--- src/rtl/slowctrl_cmd_queue.sv ---
`default_nettype none
// slowctrl_cmd_queue: command FIFO that issues one register write at a time to a
// downstream serial controller, with sticky overflow and busy-timeout flags.
module slowctrl_cmd_queue #(
    parameter int DEPTH    = 16,
    parameter int BUSY_TMO = 8
) (
    input  logic                     clk_i,
    input  logic                     reset_n_i,
    input  logic                     cmd_wstb_i,
    input  logic [9:0]               cmd_adr_i,
    input  logic [31:0]              cmd_dat_i,
    output logic                     cmd_full_o,
    output logic [$clog2(DEPTH):0]   cmd_level_o,
    output logic                     ovf_o,
    output logic                     tmo_o,
    input  logic                     flag_clr_i,
    output logic                     wr_req_o,
    output logic [9:0]               wr_adr_o,
    output logic [31:0]              wr_dat_o,
    input  logic                     busy_i,
    output logic                     idle_o
);
    localparam int AW = $clog2(DEPTH);
    localparam int CW = $clog2(BUSY_TMO + 1);
    localparam logic [AW:0]   FULL_LEVEL = (AW + 1)'(DEPTH);
    localparam logic [CW-1:0] TMO_LAST   = CW'(BUSY_TMO - 1);

    typedef enum logic [1:0] {
        IDLE      = 2'd0,
        ISSUE     = 2'd1,
        WAIT_BUSY = 2'd2,
        WAIT_IDLE = 2'd3
    } state_t;

    state_t        state;
    state_t        state_nxt;
    logic [41:0]   mem [DEPTH];
    logic [AW-1:0] wr_ptr;
    logic [AW-1:0] rd_ptr;
    logic [AW:0]   level;
    logic [AW:0]   level_nxt;
    logic [CW-1:0] tmo_cnt;
    logic          push;
    logic          pop;
    logic          tmo_hit;

    assign cmd_full_o  = (level == FULL_LEVEL);
    assign cmd_level_o = level;
    assign wr_req_o    = (state == ISSUE);

    // A push is judged against the pre-edge fullness, so a same-cycle pop never rescues it.
    assign push    = cmd_wstb_i && !cmd_full_o;
    assign pop     = (state == IDLE) && (level != '0) && !busy_i;
    assign tmo_hit = (state == WAIT_BUSY) && !busy_i && (tmo_cnt == TMO_LAST);

    always_comb begin
        level_nxt = level;
        case ({push, pop})
            2'b10:   level_nxt = level + (AW + 1)'(1);
            2'b01:   level_nxt = level - (AW + 1)'(1);
            default: level_nxt = level;
        endcase
    end

    always_comb begin
        state_nxt = state;
        case (state)
            IDLE:      if (pop) state_nxt = ISSUE;
            ISSUE:     state_nxt = WAIT_BUSY;
            WAIT_BUSY: if (busy_i || tmo_hit) state_nxt = WAIT_IDLE;
            WAIT_IDLE: if (!busy_i) state_nxt = IDLE;
            default:   state_nxt = IDLE;
        endcase
    end

    always_ff @(posedge clk_i or negedge reset_n_i) begin
        if (!reset_n_i) begin
            state    <= IDLE;
            wr_ptr   <= '0;
            rd_ptr   <= '0;
            level    <= '0;
            tmo_cnt  <= '0;
            wr_adr_o <= '0;
            wr_dat_o <= '0;
            ovf_o    <= 1'b0;
            tmo_o    <= 1'b0;
            idle_o   <= 1'b1;
        end else begin
            state  <= state_nxt;
            level  <= level_nxt;
            idle_o <= (level_nxt == '0) && (state_nxt == IDLE);
            if (push) begin
                wr_ptr <= wr_ptr + AW'(1);
            end
            if (pop) begin
                rd_ptr                 <= rd_ptr + AW'(1);
                {wr_adr_o, wr_dat_o}   <= mem[rd_ptr];
            end
            if (state == WAIT_BUSY) begin
                tmo_cnt <= tmo_cnt + CW'(1);
            end else begin
                tmo_cnt <= '0;
            end
            // Setting a flag takes priority over clearing it in the same cycle.
            if (cmd_wstb_i && cmd_full_o) begin
                ovf_o <= 1'b1;
            end else if (flag_clr_i) begin
                ovf_o <= 1'b0;
            end
            if (tmo_hit) begin
                tmo_o <= 1'b1;
            end else if (flag_clr_i) begin
                tmo_o <= 1'b0;
            end
        end
    end

    always_ff @(posedge clk_i) begin
        if (push) begin
            mem[wr_ptr] <= {cmd_adr_i, cmd_dat_i};
        end
    end
endmodule
`default_nettype wire

--- config.mk ---
export PLATFORM = sky130hd
export DESIGN_NAME = slowctrl_cmd_queue
export DESIGN_NICKNAME = d
export VERILOG_FILES = /design/src/rtl/slowctrl_cmd_queue.sv
export SDC_FILE = /design/constraint.sdc
export NUM_CORES = 1
export LEC_CHECK = 0
export BUFFER_PORTS_ARGS = -buffer_cell sky130_fd_sc_hd__buf_4
export CORE_MARGIN = 2
export CORE_UTILIZATION = 30
export DETAILED_ROUTE_END_ITERATION = 6
export HOLD_SLACK_MARGIN = 0.1
export PLACE_DENSITY = 0.43
export SYNTH_ARGS = -nofsm -noshare
export SYNTH_HDL_FRONTEND = slang
export SYNTH_SLANG_ARGS = --single-unit
export TNS_END_PERCENT = 5
--- constraint.sdc ---
create_clock -name clk_i -period 5.2 [get_ports clk_i]
set_input_delay 0.52 -clock clk_i [delete_from_list [all_inputs] [get_ports clk_i]]
set_output_delay 0.52 -clock clk_i [all_outputs]
set_load 0.005 [all_outputs]
==> flow_metrics.tcl <==
set metrics [dict create \
    hold_viol 0 \
    end_kind "flip-flop" \
    clock_sinks 736 \
    final_core_utilization_pct 35.7 \
    clkSlewWorstSetupHoldPaths_ns 0.06 \
    viasPerCell 4.75 \
    synth_area_leader_cell "edfxtp_1" \
    rows 112 \
    slew_headroom_pct 32.1 \
    path_max_fanout 13 \
    track_usage_pct 14.4 \
    worstReg2RegEnd "idle_o" \
    avgRoutedWirePerCell_um 24.9 \
    p_int_mw 12.7 \
    cp_cell_sequence "or4_4, o21ai_4, inv_2, ha_1, xor2_1, ha_1, o211ai_1, mux2_2, or4_4, nor4_2" \
    worstPathArrival_ns 4.11 \
    p_per_area_mw_per_mm2 536 \
    yosysWarnings 0 \
    rsz0062_at_grt "no" \
    antenna_found_initial 1 \
    p_leak_nw 10.7 \
    syn_avg_cell_area_sq_um 22.3 \
    critical_path_class "reg2reg" \
    max_stage_delay_ns 0.61 \
    drt_iter0_drc 945 \
    gp_congestion 0.707 \
    worstSetupStartpoint "cmd_level_o[2]" \
    die_area_sq_mm 0.0964 \
    num_vias 13000 \
    p_sw_mw 5.12 \
    firstDrtPassIters 5 \
    synth_fp_nets 1318 \
    cap_violations 0 \
    n_fill_cell 8604 \
    yosysSeqAreaShare_pct 77.3 \
    netlist_instances 1261 \
    period_needed_ns 3.60 \
    insertion_delay_ns 0.62 \
    area_growth_pct 18.2 \
    min_path_type "in2reg" \
    ios 99 \
    postRouteAntennaNets 0 \
    core_area_sq_mm 0.0932 \
    fin_total_pwr_mw 17.8 \
    drv_slew 0 \
    drive_above_1_share_pct 33.8 \
    fmax_mhz 278 \
    routed_wl_um 68200 \
    synth.distinct_cells 48 \
    grt_pass1_wl_um 99700 \
    worst_hold_slack_ns 0.183 \
    antenna_cells 0 \
    clock_path_buffers 3 \
    worst_slew_pin_slew_ns 1.02 \
    cts-htree-levels 3 \
    netSwitchingFraction_pct 28.7 \
    required_ns 5.71 \
    power_frac_seq_pct 43.9 \
    cts_tree "yes" \
    combPwrFrac_pct 24.4 \
    setup_viol 0 \
    grt_max_degree 56 \
    initial_core_util_pct 30.2 \
    clock_skew_ns 0.0160 \
    finalSetupTns_ns 0 \
    critPathLaunchType "flip-flop" \
    ff2ff_path_depth 10 \
    irDropWorstVdd_v 0.000273 \
    p_clk_share_pct 31.7 \
    die_w_um 310 \
    port_buffers 98 \
    dp_hpwl_um 37900 \
    slowest_stage "or4_4" \
    rr_startpoint "cmd_level_o[2]" \
    min_period_over_period_pct 69.3 \
    overflow 0 \
    synth_edf_count 672 \
    drc_errors 0 \
    synth_top_area_share_pct 71.6 \
    regArea_sq_mm 0.0218 \
    cp-endpoint "idle_o" \
    first_global_vias 14100 \
    synth_flop_cell "edfxtp_1" \
    ff2ff_setup_slack_ns 1.60 \
    synth_seq_cells 736 \
    syn_area_sq_mm 0.0282 \
    clockRootBuffer "clkbuf_16" \
    ys_async_sr_fraction_pct 8.70 \
    nNetsFinal 1477 \
    die_y_um 310 \
    outcome "completed" \
    multi_input_area_sq_mm 0.00608 \
    synth_area_leaders "edfxtp_1, mux4_2, dfrtp_1, mux2_2, mux2i_1" \
    worst_slack_ns 1.60 \
    numCtsBuffers 83 \
    place_ws_ns 1.61 \
]
-- flip-flops by register name, summed over array words and instances, names as in the netlist --
| signal | count |
|---|---|
| cmd_level_o | 5 |
| idle_o | 1 |
| mem | 672 |
| ovf_o | 1 |
| rd_ptr | 4 |
| state | 2 |
| tmo_cnt | 4 |
| tmo_o | 1 |
| wr_adr_o | 10 |
| wr_dat_o | 32 |
| wr_ptr | 4 |
-- synth_stat cells (2+ instances only) --
| cell | number |
|---|---|
| buf_1 | 3 |
| or4_4 | 2 |
| nand4_1 | 3 |
| mux4_2 | 168 |
| a22oi_1 | 42 |
| clkbuf_1 | 19 |
| o21ai_0 | 27 |
| inv_1 | 7 |
| nor2_1 | 21 |
| nand2_1 | 17 |
| mux2_2 | 44 |
| xor2_1 | 2 |
| buf_6 | 8 |
| nor2b_1 | 2 |
| mux2i_1 | 43 |
| nand3_1 | 5 |
| xnor2_1 | 9 |
| o211ai_1 | 3 |
| ha_1 | 10 |
| a21oi_1 | 3 |
| buf_4 | 12 |
| buf_2 | 26 |
| edfxtp_1 | 672 |
| nor3_1 | 6 |
| o21ai_1 | 17 |
| nor3b_1 | 3 |
| dfrtp_1 | 63 |
| nand2b_1 | 4 |
-- worst min path at each step --
stage                           to  slack, ns  depth (start not counted)        from
floorplan           cmd_level_o[0]       0.22                          0   reset_n_i
global placement        tmo_cnt[0]       0.44                          1  tmo_cnt[0]
detailed placement      tmo_cnt[0]       0.46                          1  tmo_cnt[0]
CTS                          tmo_o       0.13                          3  flag_clr_i
global route                 tmo_o       0.15                          3  flag_clr_i
finish                       tmo_o       0.18                          3  flag_clr_i
-- power groups by stage --
stage	sequential, mW	clock [mW]	combinational [mW]
2_1_floorplan	7.56	0	3.14
3_3_place_gp	7.95	0	4.50
3_5_place_dp	7.98	0	4.50
4_1_cts	7.87	5.83	4.52
5_1_grt	7.92	6.05	4.74
6_report	7.83	5.66	4.35
-- cell families (layout without fill, tap and decap cells) --
logic type,count (synthesis),in the layout,share of synthesized area [%]
flops,736,736,77.3
buf+inv,76,303,1.50
compound gates,99,99,2.28
xor+xnor,11,11,0.342
mux,255,255,16.7
fa+ha+maj,10,10,0.444
simple gates,74,74,1.40
-- critical path: cells and delay by family, from the launching register on --
family                   cells  cell delay, ns
AND/OR/NAND/NOR              3            1.41
adder cells (fa/ha/maj)      2            0.57
flip-flops                   1            0.48
AO/OA/AOI/OAI                2            0.36
multiplexers                 1            0.36
XOR/XNOR                     1            0.22
buffers and inverters        1            0.10
-- routing by layer --
metal	share of wire (%)	vias to the layer above	global-route usage [%]	routed length (um)
met5	0	-	0	0
met4	2.2	0	3.83	1510
met3	3.2	104	2.23	2180
met2	50	236	24.2	33900
met1	45	7099	19.5	30500
li1	-	5593	-	-
-- per-stage QoR --
stage,instance area [sq um],std cells
5_1_grt,33300,2742
2_1_floorplan,28200,1261
3_3_place_gp,30600,2586
6_report,33300,2742
4_1_cts,33300,2742
3_5_place_dp,30600,2586
-- area by class of cell --
cell class	instances	area share, %
Multi-Input combinational cell	449	18.2
Tap cell	1254	4.71
Timing Repair Buffer	142	3.56
Sequential cell	736	65.4
Clock buffer	117	7.11
Inverter	8	0.0901
Clock inverter	36	0.856
-- layout by cell type (no fill, tap or decap), types with 3 or more instances in the layout --
master / count
dfrtp_1: 60
buf_12: 9
o21ai_1: 17
buf_4: 130
mux2_2: 44
inv_1: 7
edfxtp_1: 672
clkbuf_8: 10
nand2b_1: 4
dfrtp_4: 3
o21ai_0: 27
xnor2_1: 9
a21oi_1: 3
o211ai_1: 3
nand2_1: 17
nor3_2: 4
ha_1: 10
clkinvlp_4: 3
mux4_2: 168
dlygate4sd3_1: 3
mux2i_1: 43
clkbuf_16: 86
clkinv_2: 17
nor2_4: 12
nor2_1: 9
a22oi_1: 42
bufinv_16: 3
nand3_1: 5
clkbuf_1: 21
nand4_1: 3
clkinv_1: 9
nor3b_1: 3
-- what timing repair did --
| action | CTS | global route |
|---|---|---|
| hold buffers | 3 | 0 |
| resized for setup | 0 | 0 |
| hold endpoints to repair | 35 | 0 |
| setup buffers | 0 | 0 |
(Power assumes the default switching activity.)
